File: config.mk
export PLATFORM = sky130hd
export DESIGN_NAME = uart_tx_arbiter_flat
export DESIGN_NICKNAME = d
export VERILOG_FILES = /design/src/rtl/uart_tx_arbiter_pkg.sv /design/src/rtl/uart_tx_arbiter_if.sv /design/src/rtl/uart_tx_arbiter_rr.sv /design/src/rtl/uart_tx_arbiter.sv /design/src/flat_wrapper.sv
export SDC_FILE = /design/constraint.sdc
export NUM_CORES = 1
export LEC_CHECK = 0
export ABC_AREA = 1
export CAP_MARGIN = 0
export CORE_MARGIN = 2
export CORE_UTILIZATION = 25
export CTS_BUF_LIST = sky130_fd_sc_hd__clkbuf_8
export DETAILED_ROUTE_END_ITERATION = 8
export GPL_TIMING_DRIVEN = 0
export PLACE_DENSITY = 0.54
export SLEW_MARGIN = 30
export SYNTH_ARGS = -nofsm -noshare
export SYNTH_HDL_FRONTEND = slang
export SYNTH_SLANG_ARGS = --single-unit
File: constraint.sdc
create_clock -name clk -period 2.37 [get_ports clk]
set_clock_uncertainty 0.2 [all_clocks]
set_input_delay 0.237 -clock clk [delete_from_list [all_inputs] [get_ports clk]]
set_output_delay 0.237 -clock clk [all_outputs]
set_load 0.005 [all_outputs]
File: src/rtl/uart_tx_arbiter_pkg.sv
// ---------------------------------------------------------------------------
// uart_pkg
// Shared definitions for the UART transmit arbiter slice: the arbiter state
// type, the requester count, the byte width and the default transmitter
// timeout. Imported by the interface, the round-robin picker and the top.
// ---------------------------------------------------------------------------
package uart_pkg;

  // Number of requesters sharing the transmitter and the width of one byte
  localparam int N_REQ  = 4;
  localparam int BYTE_W = 8;

  // Default transmitter timeout: a bit more than one 9600-baud frame at
  // 1042 clocks per bit
  localparam logic [15:0] DEFAULT_TIMEOUT_CYCLES = 16'd12000;

  // Arbiter FSM states; the fourth encoding is illegal and recovers to IDLE
  typedef enum logic [1:0] {
    IDLE      = 2'b00,
    GRANT     = 2'b01,
    WAIT_DONE = 2'b10
  } arbState_e;

endpackage

File: src/rtl/uart_tx_arbiter_if.sv
// ---------------------------------------------------------------------------
// uart_tx_arbiter_if
// Groups the requester handshake and the shared-transmitter signals.
//   req_valid   [3:0]  per-requester byte-available flag
//   req_data    [31:0] packed bytes, requester i in bits [8i+7:8i]
//   req_ready   [3:0]  one-hot acceptance strobe
//   tx_start           one-cycle start pulse to the transmitter
//   tx_data     [7:0]  byte for the transmitter
//   tx_done            one-cycle frame-complete pulse from the transmitter
//   grant_id    [1:0]  current or last granted requester
//   busy               arbiter not idle
//   timeout_err        one-cycle transmitter timeout pulse
// Modports: slave = arbiter side, master = requesters/transmitter side.
// ---------------------------------------------------------------------------
interface uart_tx_arbiter_if;
  import uart_pkg::*;

  logic [N_REQ-1:0]        req_valid;
  logic [N_REQ*BYTE_W-1:0] req_data;
  logic [N_REQ-1:0]        req_ready;
  logic                    tx_start;
  logic [BYTE_W-1:0]       tx_data;
  logic                    tx_done;
  logic [1:0]              grant_id;
  logic                    busy;
  logic                    timeout_err;

  modport slave (
    input  req_valid, req_data, tx_done,
    output req_ready, tx_start, tx_data, grant_id, busy, timeout_err
  );

  modport master (
    output req_valid, req_data, tx_done,
    input  req_ready, tx_start, tx_data, grant_id, busy, timeout_err
  );

endinterface

File: src/rtl/uart_tx_arbiter_rr.sv
// ---------------------------------------------------------------------------
// rr_arbiter4
// Combinational 4-way round-robin picker. The search starts one past the
// last granted requester and ascends with wrap, so the last winner has the
// lowest priority.
//   req_i      [3:0]  request flags
//   ptr_i      [1:0]  last granted index
//   idx_o      [1:0]  winning index (don't-care when anyValid_o is 0)
//   anyValid_o        at least one request is set
// ---------------------------------------------------------------------------
module rr_arbiter4
  import uart_pkg::*;
(
  input  logic [N_REQ-1:0] req_i,
  input  logic [1:0]       ptr_i,
  output logic [1:0]       idx_o,
  output logic             anyValid_o
);

  // Walk the offsets from farthest to nearest so the nearest requester
  // after the pointer overwrites any farther one and ends up as the winner.
  always_comb begin
    idx_o = '0;
    for (int k = N_REQ; k >= 1; k--) begin
      if (req_i[ptr_i + 2'(k)]) begin
        idx_o = ptr_i + 2'(k);
      end
    end
  end

  assign anyValid_o = |req_i;

endmodule

File: src/rtl/uart_tx_arbiter.sv
// ---------------------------------------------------------------------------
// uart_tx_arbiter
// Shares one UART transmitter among four byte requesters with round-robin
// priority. A request seen in IDLE is latched, offered for one GRANT cycle
// (ready strobe + tx_start), then the arbiter waits for tx_done.
//   clk    rising-edge clock
//   rst_n  synchronous active-low reset
//   bus    uart_tx_arbiter_if.slave (handshake and transmitter signals)
// Parameter TIMEOUT_CYCLES: maximum WAIT_DONE cycles when the timeout is built.
// Optional feature: define UART_ARB_TIMEOUT_EN to build the WAIT_DONE
// timeout counter; otherwise WAIT_DONE waits forever and timeout_err is 0.
// ---------------------------------------------------------------------------
module uart_tx_arbiter
  import uart_pkg::*;
#(
  parameter logic [15:0] TIMEOUT_CYCLES = DEFAULT_TIMEOUT_CYCLES
) (
  input logic               clk,
  input logic               rst_n,
  uart_tx_arbiter_if.slave  bus
);

  arbState_e         state_q, state_d;
  logic [1:0]        lastGrant_q, lastGrant_d;
  logic [1:0]        grantId_q, grantId_d;
  logic [BYTE_W-1:0] txData_q, txData_d;
  logic [N_REQ-1:0]  ready_q, ready_d;
  logic              txStart_q, txStart_d;
  logic [1:0]        winIdx;
  logic              anyValid;
  logic              timeoutHit;

  rr_arbiter4 u_rr (
    .req_i      (bus.req_valid),
    .ptr_i      (lastGrant_q),
    .idx_o      (winIdx),
    .anyValid_o (anyValid)
  );

`ifdef UART_ARB_TIMEOUT_EN
  logic [15:0] toCount_q, toCount_d;
  logic        timeoutErr_q;

  // The counter is zeroed while in GRANT so it reads 0 on the first
  // WAIT_DONE cycle, then counts every WAIT_DONE cycle.
  always_comb begin
    toCount_d = toCount_q;
    if (state_q == GRANT) begin
      toCount_d = '0;
    end else if (state_q == WAIT_DONE) begin
      toCount_d = toCount_q + 16'd1;
    end
  end

  // A tx_done arriving on the expiry cycle wins, so no error is raised.
  assign timeoutHit = (state_q == WAIT_DONE) && !bus.tx_done &&
                      (toCount_q == TIMEOUT_CYCLES - 16'd1);

  // Counter and registered one-cycle error pulse.
  always_ff @(posedge clk) begin
    if (!rst_n) begin
      toCount_q    <= '0;
      timeoutErr_q <= 1'b0;
    end else begin
      toCount_q    <= toCount_d;
      timeoutErr_q <= timeoutHit;
    end
  end

  assign bus.timeout_err = timeoutErr_q;
`else
  assign timeoutHit      = 1'b0;
  assign bus.timeout_err = 1'b0;
`endif

  // Next-state and registered-output decode. The ready strobe and tx_start
  // are computed one cycle early so they are flop outputs during GRANT.
  always_comb begin
    state_d     = state_q;
    lastGrant_d = lastGrant_q;
    grantId_d   = grantId_q;
    txData_d    = txData_q;
    ready_d     = '0;
    txStart_d   = 1'b0;
    case (state_q)
      IDLE: begin
        if (anyValid) begin
          state_d         = GRANT;
          lastGrant_d     = winIdx;
          grantId_d       = winIdx;
          txData_d        = bus.req_data[{winIdx, 3'b000} +: BYTE_W];
          ready_d[winIdx] = 1'b1;
          txStart_d       = 1'b1;
        end
      end
      GRANT: begin
        state_d = WAIT_DONE;
      end
      WAIT_DONE: begin
        if (bus.tx_done || timeoutHit) begin
          state_d = IDLE;
        end
      end
      default: begin
        state_d = IDLE;
      end
    endcase
  end

  // State and output registers. Reset leaves last grant at 3 so requester 0
  // is searched first.
  always_ff @(posedge clk) begin
    if (!rst_n) begin
      state_q     <= IDLE;
      lastGrant_q <= 2'd3;
      grantId_q   <= 2'd0;
      txData_q    <= '0;
      ready_q     <= '0;
      txStart_q   <= 1'b0;
    end else begin
      state_q     <= state_d;
      lastGrant_q <= lastGrant_d;
      grantId_q   <= grantId_d;
      txData_q    <= txData_d;
      ready_q     <= ready_d;
      txStart_q   <= txStart_d;
    end
  end

  assign bus.req_ready = ready_q;
  assign bus.tx_start  = txStart_q;
  assign bus.tx_data   = txData_q;
  assign bus.grant_id  = grantId_q;
  assign bus.busy      = (state_q != IDLE);

endmodule

File: src/flat_wrapper.sv
// flat-port wrapper written by rule: the top's interface ports become plain ports
module uart_tx_arbiter_flat import uart_pkg::*;
#(
  parameter logic [15:0] TIMEOUT_CYCLES = DEFAULT_TIMEOUT_CYCLES
)
  (clk, rst_n, bus_req_valid, bus_req_data, bus_tx_done, bus_req_ready, bus_tx_start, bus_tx_data, bus_grant_id, bus_busy, bus_timeout_err);
  uart_tx_arbiter_if bus_i ();
  input logic clk;
  input logic rst_n;
  input wire logic [$bits(bus_i.req_valid)-1:0] bus_req_valid;
  input wire logic [$bits(bus_i.req_data)-1:0] bus_req_data;
  input wire logic [$bits(bus_i.tx_done)-1:0] bus_tx_done;
  output wire logic [$bits(bus_i.req_ready)-1:0] bus_req_ready;
  output wire logic [$bits(bus_i.tx_start)-1:0] bus_tx_start;
  output wire logic [$bits(bus_i.tx_data)-1:0] bus_tx_data;
  output wire logic [$bits(bus_i.grant_id)-1:0] bus_grant_id;
  output wire logic [$bits(bus_i.busy)-1:0] bus_busy;
  output wire logic [$bits(bus_i.timeout_err)-1:0] bus_timeout_err;
  assign bus_i.req_valid = bus_req_valid;
  assign bus_i.req_data = bus_req_data;
  assign bus_i.tx_done = bus_tx_done;
  assign bus_req_ready = bus_i.req_ready;
  assign bus_tx_start = bus_i.tx_start;
  assign bus_tx_data = bus_i.tx_data;
  assign bus_grant_id = bus_i.grant_id;
  assign bus_busy = bus_i.busy;
  assign bus_timeout_err = bus_i.timeout_err;
  uart_tx_arbiter #(.TIMEOUT_CYCLES(TIMEOUT_CYCLES)) u_core (.clk(clk), .rst_n(rst_n), .bus(bus_i));
endmodule
# == After elaboration in Yosys (flattened, before gate mapping) ==
# Index checks and enable logic that the tools add are counted.
# word_totals
reg_bits,19
latchBits,0
ramBits,0
mem_bits_ro,0
input_bits,39
output_inout_bits,17
elab_cells,46
memories,0
# op_classes
add_sub_neg,3
n_mul,0
div,0
n_lt_le_gt_ge,6
eq_ne,4
shifts,1
n_mux,18
bitwise_logic,0
n_reduce_logical,8
# op_table
cell,count
$shiftx 32x6->8,1
$lt 2x3->1 const B,5
$mux 2,6
$bmux 1 s2,4
$mux 1,6
$pmux 2 s3,1
$reduce_and 2->1,3
$add 2x2->2 const B,2
$reduce_or 4->1,1
$reduce_and 3->1,1
$add 2x1->2 const B,1
$demux 1 s2,1
$eq 2x1->1 const B,1
$eq 2x2->1 const B,1
$ge 2x1->1 const B,1
$logic_not 2->1,1
$ne 2x1->1 const B,1
$ne 2x2->1 const B,1
$reduce_bool 2->1,1
$logic_and 1x1->1,1

# == Depth between registers and ports, before layout ==
# Gate-level depths: netlist of the first run.
# depth
word_depth,10
mapped_depth,14
mapped_depth_nobuf,14

# == Hierarchy ==
# Synthesis of the first run repeated with hierarchy kept, for this count alone.
# hier_totals
cells_unflattened,198
hier_area_um2,1282.5
# modules_own_cells
mod,n_inst,cells_per_inst,area_per_inst_um2,seq_area_each_um2
uart_tx_arbiter,1,147,1016.0,380.4
rr_arbiter4,1,51,266.5,0.0

# == Least setup slack after synthesis of the first run ==
# OpenSTA, ideal clock, no wires.
# synth_path
path_kind,register to register
start,register u_core.lastGrant_q[0]
end,register u_core.txData_q[4] (netlist: u_core.bus.tx_data[4])
arrival_ns,1.450
required_ns,2.053
path_slack_ns,0.603
stages_incl_launch_ff,15
path_buffers,1
cell_sequence,dfxtp_1 -> inv_2 -> nand2_1 -> nand2_2 -> nand2_4 -> nand2_4 -> inv_2 -> nand2_1 -> nand2_1 -> nand2_2 -> buf_6 -> nand3_1 -> nand3_1 -> nor2_1 -> nor2_1
# synth_between
elab_chain_cells,7
elab_cells_between_ends,16
# synth_rtl
element,line_no,text
"start, declared",uart_tx_arbiter.sv:24,"logic [1:0] lastGrant_q, lastGrant_d;"
"start signal, assigned",uart_tx_arbiter.sv:122,lastGrant_q <= lastGrant_d;
$add 2x2->2 or $bmux 1 s2 (tied branches),"uart_tx_arbiter_rr.sv:25, uart_tx_arbiter_rr.sv:26",
$bmux 1 s2 or $mux 1 (tied branches),uart_tx_arbiter_rr.sv:25,if (req_i[ptr_i + 2'(k)]) begin
$mux 1 (not written as such) or $mux 2 (tied branches),uart_tx_arbiter_rr.sv:25,
$mux 2 (2 in series),uart_tx_arbiter_rr.sv:25,
$mux 2 *,uart_tx_arbiter_rr.sv:25,
$shiftx 32x6->8 *,uart_tx_arbiter.sv:91,"txData_d = bus.req_data[{winIdx, 3'b000} +: BYTE_W];"
"end signal, assigned",uart_tx_arbiter.sv:124,txData_q <= txData_d;
"end, declared",uart_tx_arbiter.sv:26,"logic [BYTE_W-1:0] txData_q, txData_d;"
# Mark *: on every way between the ends. The rest lies on a longest branch, timed or not. The select of a mux whose other input is x is not followed.
# A chain may end at the register's enable or synchronous reset.

# == Worst setup path in the final report of the first run ==
# layout_path
start,register u_core.lastGrant_q[0]
end,register u_core.txData_q[0] (netlist: u_core.bus.tx_data[0])
# Same word-level chain as after synthesis.

==> qor.csv, run 1 <==
stage;metric;value;unit
grt;met2_usage;20.00;%
status;status;complete, no violations;
synthesis;syn-instance-count;177;
sta;rsz0062_at_grt;false;
power_and_ir_drop;power.leakage;0.8110;nW
power_and_ir_drop;switching_share;43.93;%
synthesis;synth_seq_cells;19;
power_and_ir_drop;ir_worst_vdd;0.4070;mV
floorplanning;fp.dieArea;5264;um2
route;postRouteAntennaNets;0;
floorplanning;die_height;72.55;um
worst_setup_path;worstPathRequired;2330;ps
grt;grt_use_met1;18.10;%
worst_setup_path;critPathSlowestCell;dfxtp_1;
grt;grt_max_degree;13;
clocking;cts_resized;0;
sta;fin_crit_sh;84.03;%
synthesis;syn_nets;216;
floorplanning;num_io_pins;56;
worst_setup_path;path_cells;inv_2 -> nand2_1 -> nand2_2 -> nand2_4 -> nand2_4 -> inv_2 -> nand2_1 -> nand2_1 -> nand2_2 -> buf_6 -> nand3_1 -> nand3_1 -> nor2_1 -> nor2_1;
grt;grt_antenna_before_repair;0;
power_and_ir_drop;p_clk_share;12.8;%
worst_setup_path;rr_worst_depth;14;
synthesis;ys_types;26;
power_and_ir_drop;p_per_area;1040;nW/um2
power_and_ir_drop;power_frac_comb;63.4;%
floorplanning;core_area;4444;um2
sta;setup_viol;0;
route;drtPass1Iterations;4;
grt;grt_busiest_layer;met2;
worst_setup_path;cp-start-kind;flip-flop;
clocking;cts_buffers;3;
layout;fillCellCount;485;
worst_setup_path;worstPathArrival;1950;ps
layout;syn2layout_area_growth;55.70;%
worst_setup_path;cp_top_family;simple AND/OR/NAND/NOR gates;
route;wl_per_cell;11.95;um
placement;io_buffers;54;
route;vias;1301;
route;dr.first_iter.drc_count;75;
worst_setup_path;worstSetupEndpointType;flip-flop;
clocking;clockBufferDepth;2;
power_and_ir_drop;p_sw;0.8355;mW
worst_setup_path;criticalPathCategory;flip-flop to flip-flop;
floorplanning;start_util;26.44;%
route;routed_wl;3431;um
worst_setup_path;slowest_delay;470;ps
layout;seq_area;380.4;um2
grt;met3_usage;2.222;%
sta;drv_slew;0;
sta;fin_crit;1992;ps
placement;dp_slack;164.2;ps
synthesis;yosysSeqAreaShare;32.37;%
floorplanning;die_w;72.55;um
layout;drive_above_1_share;10.64;%
worst_setup_path;regToRegStartpoint;u_core.lastGrant_q[0];
grt;grt_pass1_wl;5409;um
worst_setup_path;r2r_end;u_core.bus.tx_data[0];
clocking;clock_sinks;19;
hold_path;hold_path_depth;2;
clocking;hold_buffers;0;
floorplanning;row_count;24;
clocking;cts-root-buf;clkbuf_8;
grt;grt_overflow;0;
hold_path;hold_end;u_core.bus.grant_id[0];
worst_setup_path;crit_top_cell;nand2_1;
layout;multiInputGateArea;671.9;um2
worst_setup_path;r2r_slack;380;ps
sta;timing.fmax;0.5021;GHz
placement;dp_hpwl;2635;um
grt;grt_pass1_vias;1151;
clocking;cts_tree;done;
synthesis;syn_area;1175;um2
power_and_ir_drop;finalPower;1.902;mW
synthesis;ys.warnings.count;0;
hold_path;hold_class;flip-flop to flip-flop;
layout;layout.nets;275;
clocking;worstSkewPairLatency;260;ps
grt;grt_use_total;12.95;%
sta;final_hold_viol_count;0;
route;drc_errors;0;
synthesis;syn_avg_cell_area;6.638;um2
hold_path;hp-start;u_core.bus.grant_id[0];
power_and_ir_drop;p_seq_share;23.8;%
clocking;post_cts_buffers;0;
route;via_per_inst;4.533;
worst_setup_path;setup.worst_path.start;u_core.lastGrant_q[0];
sta;setup_ws;378.5;ps
clocking;cts-htree-levels;1;
worst_setup_path;crit_fanout;10;
layout;antennaDiodeCount;0;
worst_setup_path;cp.buffers_inverters;3;
power_and_ir_drop;p_int;1.067;mW
sta;tns;0;ps
run;drv_cap;0;
clocking;clkTransAtPathRegs;80;ps
placement;gp_congestion;0.7761;
-- layer usage --
| layer | wire length [um] | share of wire (%) | vias up |
|---|---|---|---|
| met5 | 0 | 0 | - |
| met4 | 47 | 1.4 | 0 |
| met3 | 238 | 6.9 | 4 |
| met2 | 1429 | 42 | 49 |
| met1 | 1716 | 50 | 553 |
| li1 | - | - | 695 |
-- state kept, by name, summed over array words and instances, names as in the netlist --
name                  flops
u_core.bus.grant_id       2
u_core.bus.req_ready      4
u_core.bus.tx_data        8
u_core.bus.tx_start       1
u_core.lastGrant_q        2
u_core.state_q            2
-- logic make-up (layout without fill, tap and decap cells) --
kind of cell	count (synthesis)	after routing	share of synthesized area, %
buffers and inverters	24	82	10.44
other	1	1	0.3192
DFF	19	19	32.37
and+or+nand+nor	117	117	48.46
AOI/OAI and AO/OA	16	16	8.412
-- final cells by class --
| class | count | area share, % |
|---|---|---|
| flip-flops and latches | 19 | 20.79 |
| clock buffers | 3 | 2.257 |
| inverters | 14 | 2.873 |
| clock inverters | 1 | 0.4104 |
| repair buffers | 54 | 29.55 |
| well taps | 52 | 3.557 |
| plain buffers | 10 | 3.830 |
| multi-input cells | 134 | 36.73 |
-- power groups by stage --
stage | registers (mW) | clock network [mW] | logic [mW]
2_1_floorplan | 0.464 | 0 | 0.823
3_3_place_gp | 0.460 | 0 | 1.22
3_5_place_dp | 0.459 | 0 | 1.22
4_1_cts | 0.454 | 0.246 | 1.22
5_1_grt | 0.465 | 0.257 | 1.35
6_report | 0.453 | 0.243 | 1.21
-- tightest hold or removal path, delay by kind of cell (launching register included) --
family,cells,cell delay (ps)
flops,1,310
simple gates,1,60
compound gates,1,50
-- stage by stage --
step / std cells / hold slack, ps / instance area [um2] / utilization, %
floorplan: 177 / 189.5 / 1175 / -
global placement: 283 / 257.7 / 1780 / 40.06
detailed placement: 283 / 258.6 / 1780 / 40.06
CTS: 287 / 271.0 / 1829 / 41.16
global route: 287 / 303.1 / 1829 / 41.16
finish: 287 / 267.1 / 1829 / 41.16
-- synthesized netlist by cell type --
| cell | n | share of area (%) |
|---|---|---|
| inv_1 | 11 | 3.5 |
| dfxtp_1 | 19 | 32 |
| o21ai_1 | 1 | 0.43 |
| nand2_4 | 3 | 2.9 |
| a21boi_4 | 1 | 1.6 |
| nand2_1 | 44 | 14 |
| nor4_1 | 1 | 0.53 |
| conb_1 | 1 | 0.32 |
| o211ai_1 | 2 | 1.3 |
| and3_1 | 1 | 0.53 |
| nor2_8 | 1 | 1.7 |
| nand2_2 | 5 | 2.7 |
| nand3_2 | 1 | 0.85 |
| clkbuf_1 | 3 | 0.96 |
| o21ai_0 | 9 | 3.8 |
| nor2_4 | 1 | 0.96 |
| inv_2 | 2 | 0.64 |
| buf_2 | 2 | 0.85 |
| nand3_1 | 26 | 11 |
| nor2_1 | 22 | 7.0 |
| nand4_1 | 10 | 5.3 |
| clkinv_1 | 1 | 0.32 |
| buf_4 | 2 | 1.3 |
| nor3_1 | 2 | 0.85 |
| a21oi_1 | 3 | 1.3 |
| buf_6 | 3 | 2.9 |
-- layout by cell type, fill, tap and decap left out, types with 5 or more instances in the layout --
| cell type | n |
|---|---|
| nand3_1 | 26 |
| nand2_1 | 44 |
| nand4_1 | 10 |
| dfxtp_1 | 19 |
| nand2_2 | 5 |
| nor2_1 | 22 |
| o21ai_0 | 9 |
| clkdlybuf4s50_1 | 54 |
| inv_1 | 11 |
-- worst max path at each step --
stage,end,cells past startpoint,slack (ps)
after global placement,u_core.bus.tx_data[6],15,170
after detailed placement,u_core.bus.tx_data[6],15,160
final,u_core.bus.tx_data[0],14,380
after global routing,u_core.bus.tx_data[4],14,150
after floorplan,u_core.bus.tx_data[4],14,600
after CTS,u_core.bus.tx_data[5],14,380
(Power assumes the default switching activity.)
==> inputs of run 2 (changes only) <==
==> constraint.sdc (replaced) <==
create_clock -name clk -period 2.05 [get_ports clk]
set_clock_uncertainty 0.2 [all_clocks]
set_input_delay 0.205 -clock clk [delete_from_list [all_inputs] [get_ports clk]]
set_output_delay 0.205 -clock clk [all_outputs]
set_load 0.005 [all_outputs]
==> qor.csv, run 2 (synthesis gave the netlist of run 1 again) <==
stage;metric;value;unit;change
layout;layout.nets;275;;unchanged
worst_setup_path;cp.buffers_inverters;4;;+1
sta;drv_slew;0;;unchanged
worst_setup_path;cp_top_family;buffers and inverters;;
sta;timing.fmax;0.5326;GHz;
worst_setup_path;crit_path_end;u_core.bus.tx_data[3];;
sta;rsz0062_at_grt;false;;
clocking;clockBufferDepth;2;;unchanged
floorplanning;num_io_pins;56;;unchanged
worst_setup_path;critPathSlowestCell;clkdlybuf4s50_1;;
layout;fillCellCount;481;;-0.82%
route;wl_per_cell;12.03;um;+0.61%
worst_setup_path;crit_fanout;10;;unchanged
grt;grt_overflow;0;;unchanged
worst_setup_path;crit_top_cell;nand2_1;;
floorplanning;start_util;26.44;%;unchanged
route;postRouteAntennaNets;0;;unchanged
floorplanning;core_area;4444;um2;unchanged
worst_setup_path;regToRegStartpoint;u_core.lastGrant_q[0];;
floorplanning;fp.dieArea;5264;um2;unchanged
layout;layoutNonFillerInstCount;287;;unchanged
grt;grt_antenna_before_repair;0;;unchanged
floorplanning;die_height;72.55;um;unchanged
clocking;post_cts_buffers;0;;unchanged
route;drc_errors;0;;unchanged
clocking;cts-root-buf;clkbuf_8;;
clocking;clock_sinks;19;;unchanged
run;drv_cap;0;;unchanged
clocking;cts_tree;done;;
worst_setup_path;criticalPathCategory;primary input to flip-flop;;
worst_setup_path;worstPathRequired;2050;ps;-280 ps
placement;postPlaceCellArea;1780;um2;unchanged
route;drtPass1Iterations;4;;unchanged
floorplanning;die_w;72.55;um;unchanged
clocking;cts_buffers;3;;unchanged
placement;io_buffers;54;;unchanged
sta;fin_crit_sh;91.60;%;
worst_setup_path;path_cells;clkdlybuf4s50_1 -> inv_1 -> nand2_1 -> nand3_1 -> nand2_1 -> inv_1 -> nand2_1 -> nand2_1 -> nand2_1 -> buf_2 -> nand4_1 -> nand3_1 -> nor2_1 -> nor2_1;;
clocking;cts-htree-levels;1;;unchanged
route;vias;1298;;-0.23%
layout;antennaDiodeCount;0;;unchanged
worst_setup_path;slowest_delay;500;ps;+30 ps
worst_setup_path;worstSetupEndpointType;flip-flop;;
worst_setup_path;r2r_end;u_core.bus.tx_data[7];;
route;routed_wl;3452;um;+0.61%
sta;fin_crit;1878;ps;
layout;final_cell_mix;54 x clkdlybuf4s50_1, 44 x nand2_1, 26 x nand3_1, 22 x nor2_1, 17 x dfxtp_1;;
hold_path;hold_class;flip-flop to flip-flop;;
route;via_per_inst;4.523;;-0.23%
power_and_ir_drop;p_per_area;1209;nW/um2;+16%
sta;tns;0;ps;unchanged
worst_setup_path;cp-start-kind;primary input;;
placement;dp_hpwl;2635;um;unchanged
grt;grt_max_degree;13;;unchanged
grt;grt_pass1_wl;5409;um;unchanged
power_and_ir_drop;finalPower;2.230;mW;+17%
sta;setup_viol;0;;unchanged
clocking;clkTransAtPathRegs;80;ps;about the same
power_and_ir_drop;ir_worst_vdd;0.4686;mV;+15%
layout;final_common_cell;clkdlybuf4s50_1;;
power_and_ir_drop;power.leakage;0.8134;nW;+0.29%
layout;largest_reg_flops;8;;unchanged
worst_setup_path;cp.depth;14;;unchanged
layout;fin_area;1846;um2;+0.89%
status;status;complete, no violations;;
placement;gp_congestion;0.7761;;unchanged
worst_setup_path;setup.worst_path.start;bus_req_valid[3];;
clocking;worstSkewPairLatency;260;ps;about the same
grt;grt_pass1_vias;1151;;unchanged
worst_setup_path;rr_worst_depth;13;;-1
worst_setup_path;r2r_slack;210;ps;-170 ps
floorplanning;row_count;24;;unchanged
placement;dp_cells;283;;unchanged
worst_setup_path;worstPathArrival;1880;ps;-70 ps
grt;grt_use_total;12.95;%;unchanged
route;dr.first_iter.drc_count;70;;-6.7%
layout;drive_above_1_share;11.49;%;+0.85 points
layout;fin_util;41.53;%;+0.37 points
layout;syn2layout_area_growth;57.08;%;
sta;final_hold_viol_count;0;;unchanged
==> run 2: cell counts in the layout (fill, tap and decap cells not counted) <==
No cell type changed its count.
==> run 2: metrics by stage <==
stage               hold slack [ps]  setup slack [ps]
floorplan                     157.5             282.6
global placement              257.7            -118.0
detailed placement            258.6            -123.8
CTS                           271.0             57.29
global route                  303.1             4.898
finish                        267.3             172.3
==> run 2: where the power goes <==
part	internal [mW]	leakage (nW)	switching (mW)	total, mW
Clock	0.137	0.0217	0.145	0.282
Sequential	0.476	0.157	0.0548	0.531
Combinational	0.640	0.635	0.778	1.42
Total	1.25	0.813	0.977	2.23
==> run 2: what timing repair did <==
| action | in CTS | in global routing |
|---|---|---|
| gates resized for setup | 0 | 6 |
| hold buffers | 0 | 0 |
| endpoints found under the setup margin | 0 | 10 |
==> run 2: cell type report <==
type                       instances  area [um2]  area share [%]
multi-input combinational        134       676.9           36.68
inverter                          14       55.05           2.983
tap                               52       65.06           3.525
clock buffer                       3       41.29           2.237
clock inverter                     1       7.507          0.4068
buffer                            10       73.82           4.000
timing repair buffer              54       540.5           29.29
sequential                        19       385.4           20.88
==> run 2: metal layers <==
layer	up-vias	global-route usage (%)	share of wire, %
met5	-	0	0
met1	555	18.10	50
li1	696	-	-
met2	43	20.00	42
met3	4	2.222	6.5
met4	0	4.527	1.1
==> run 2: worst min-delay path by stage <==
stage                                 startpoint                     end  slack (ps)  cells after the start
final                     u_core.bus.grant_id[0]  u_core.bus.grant_id[0]         270                      2
after global routing      u_core.bus.grant_id[0]  u_core.bus.grant_id[0]         300                      2
after CTS                 u_core.bus.grant_id[0]  u_core.bus.grant_id[0]         270                      2
after detailed placement  u_core.bus.grant_id[0]  u_core.bus.grant_id[0]         260                      2
after global placement    u_core.bus.grant_id[0]  u_core.bus.grant_id[0]         260                      2
after floorplan                            rst_n       u_core.state_q[1]         160                      1
==> run 2: tightest hold or removal path, delay by kind of cell, from the launching register on <==
kind,cells,cell delay [ps]
flops,1,320
compound gates,1,50
simple gates,1,60
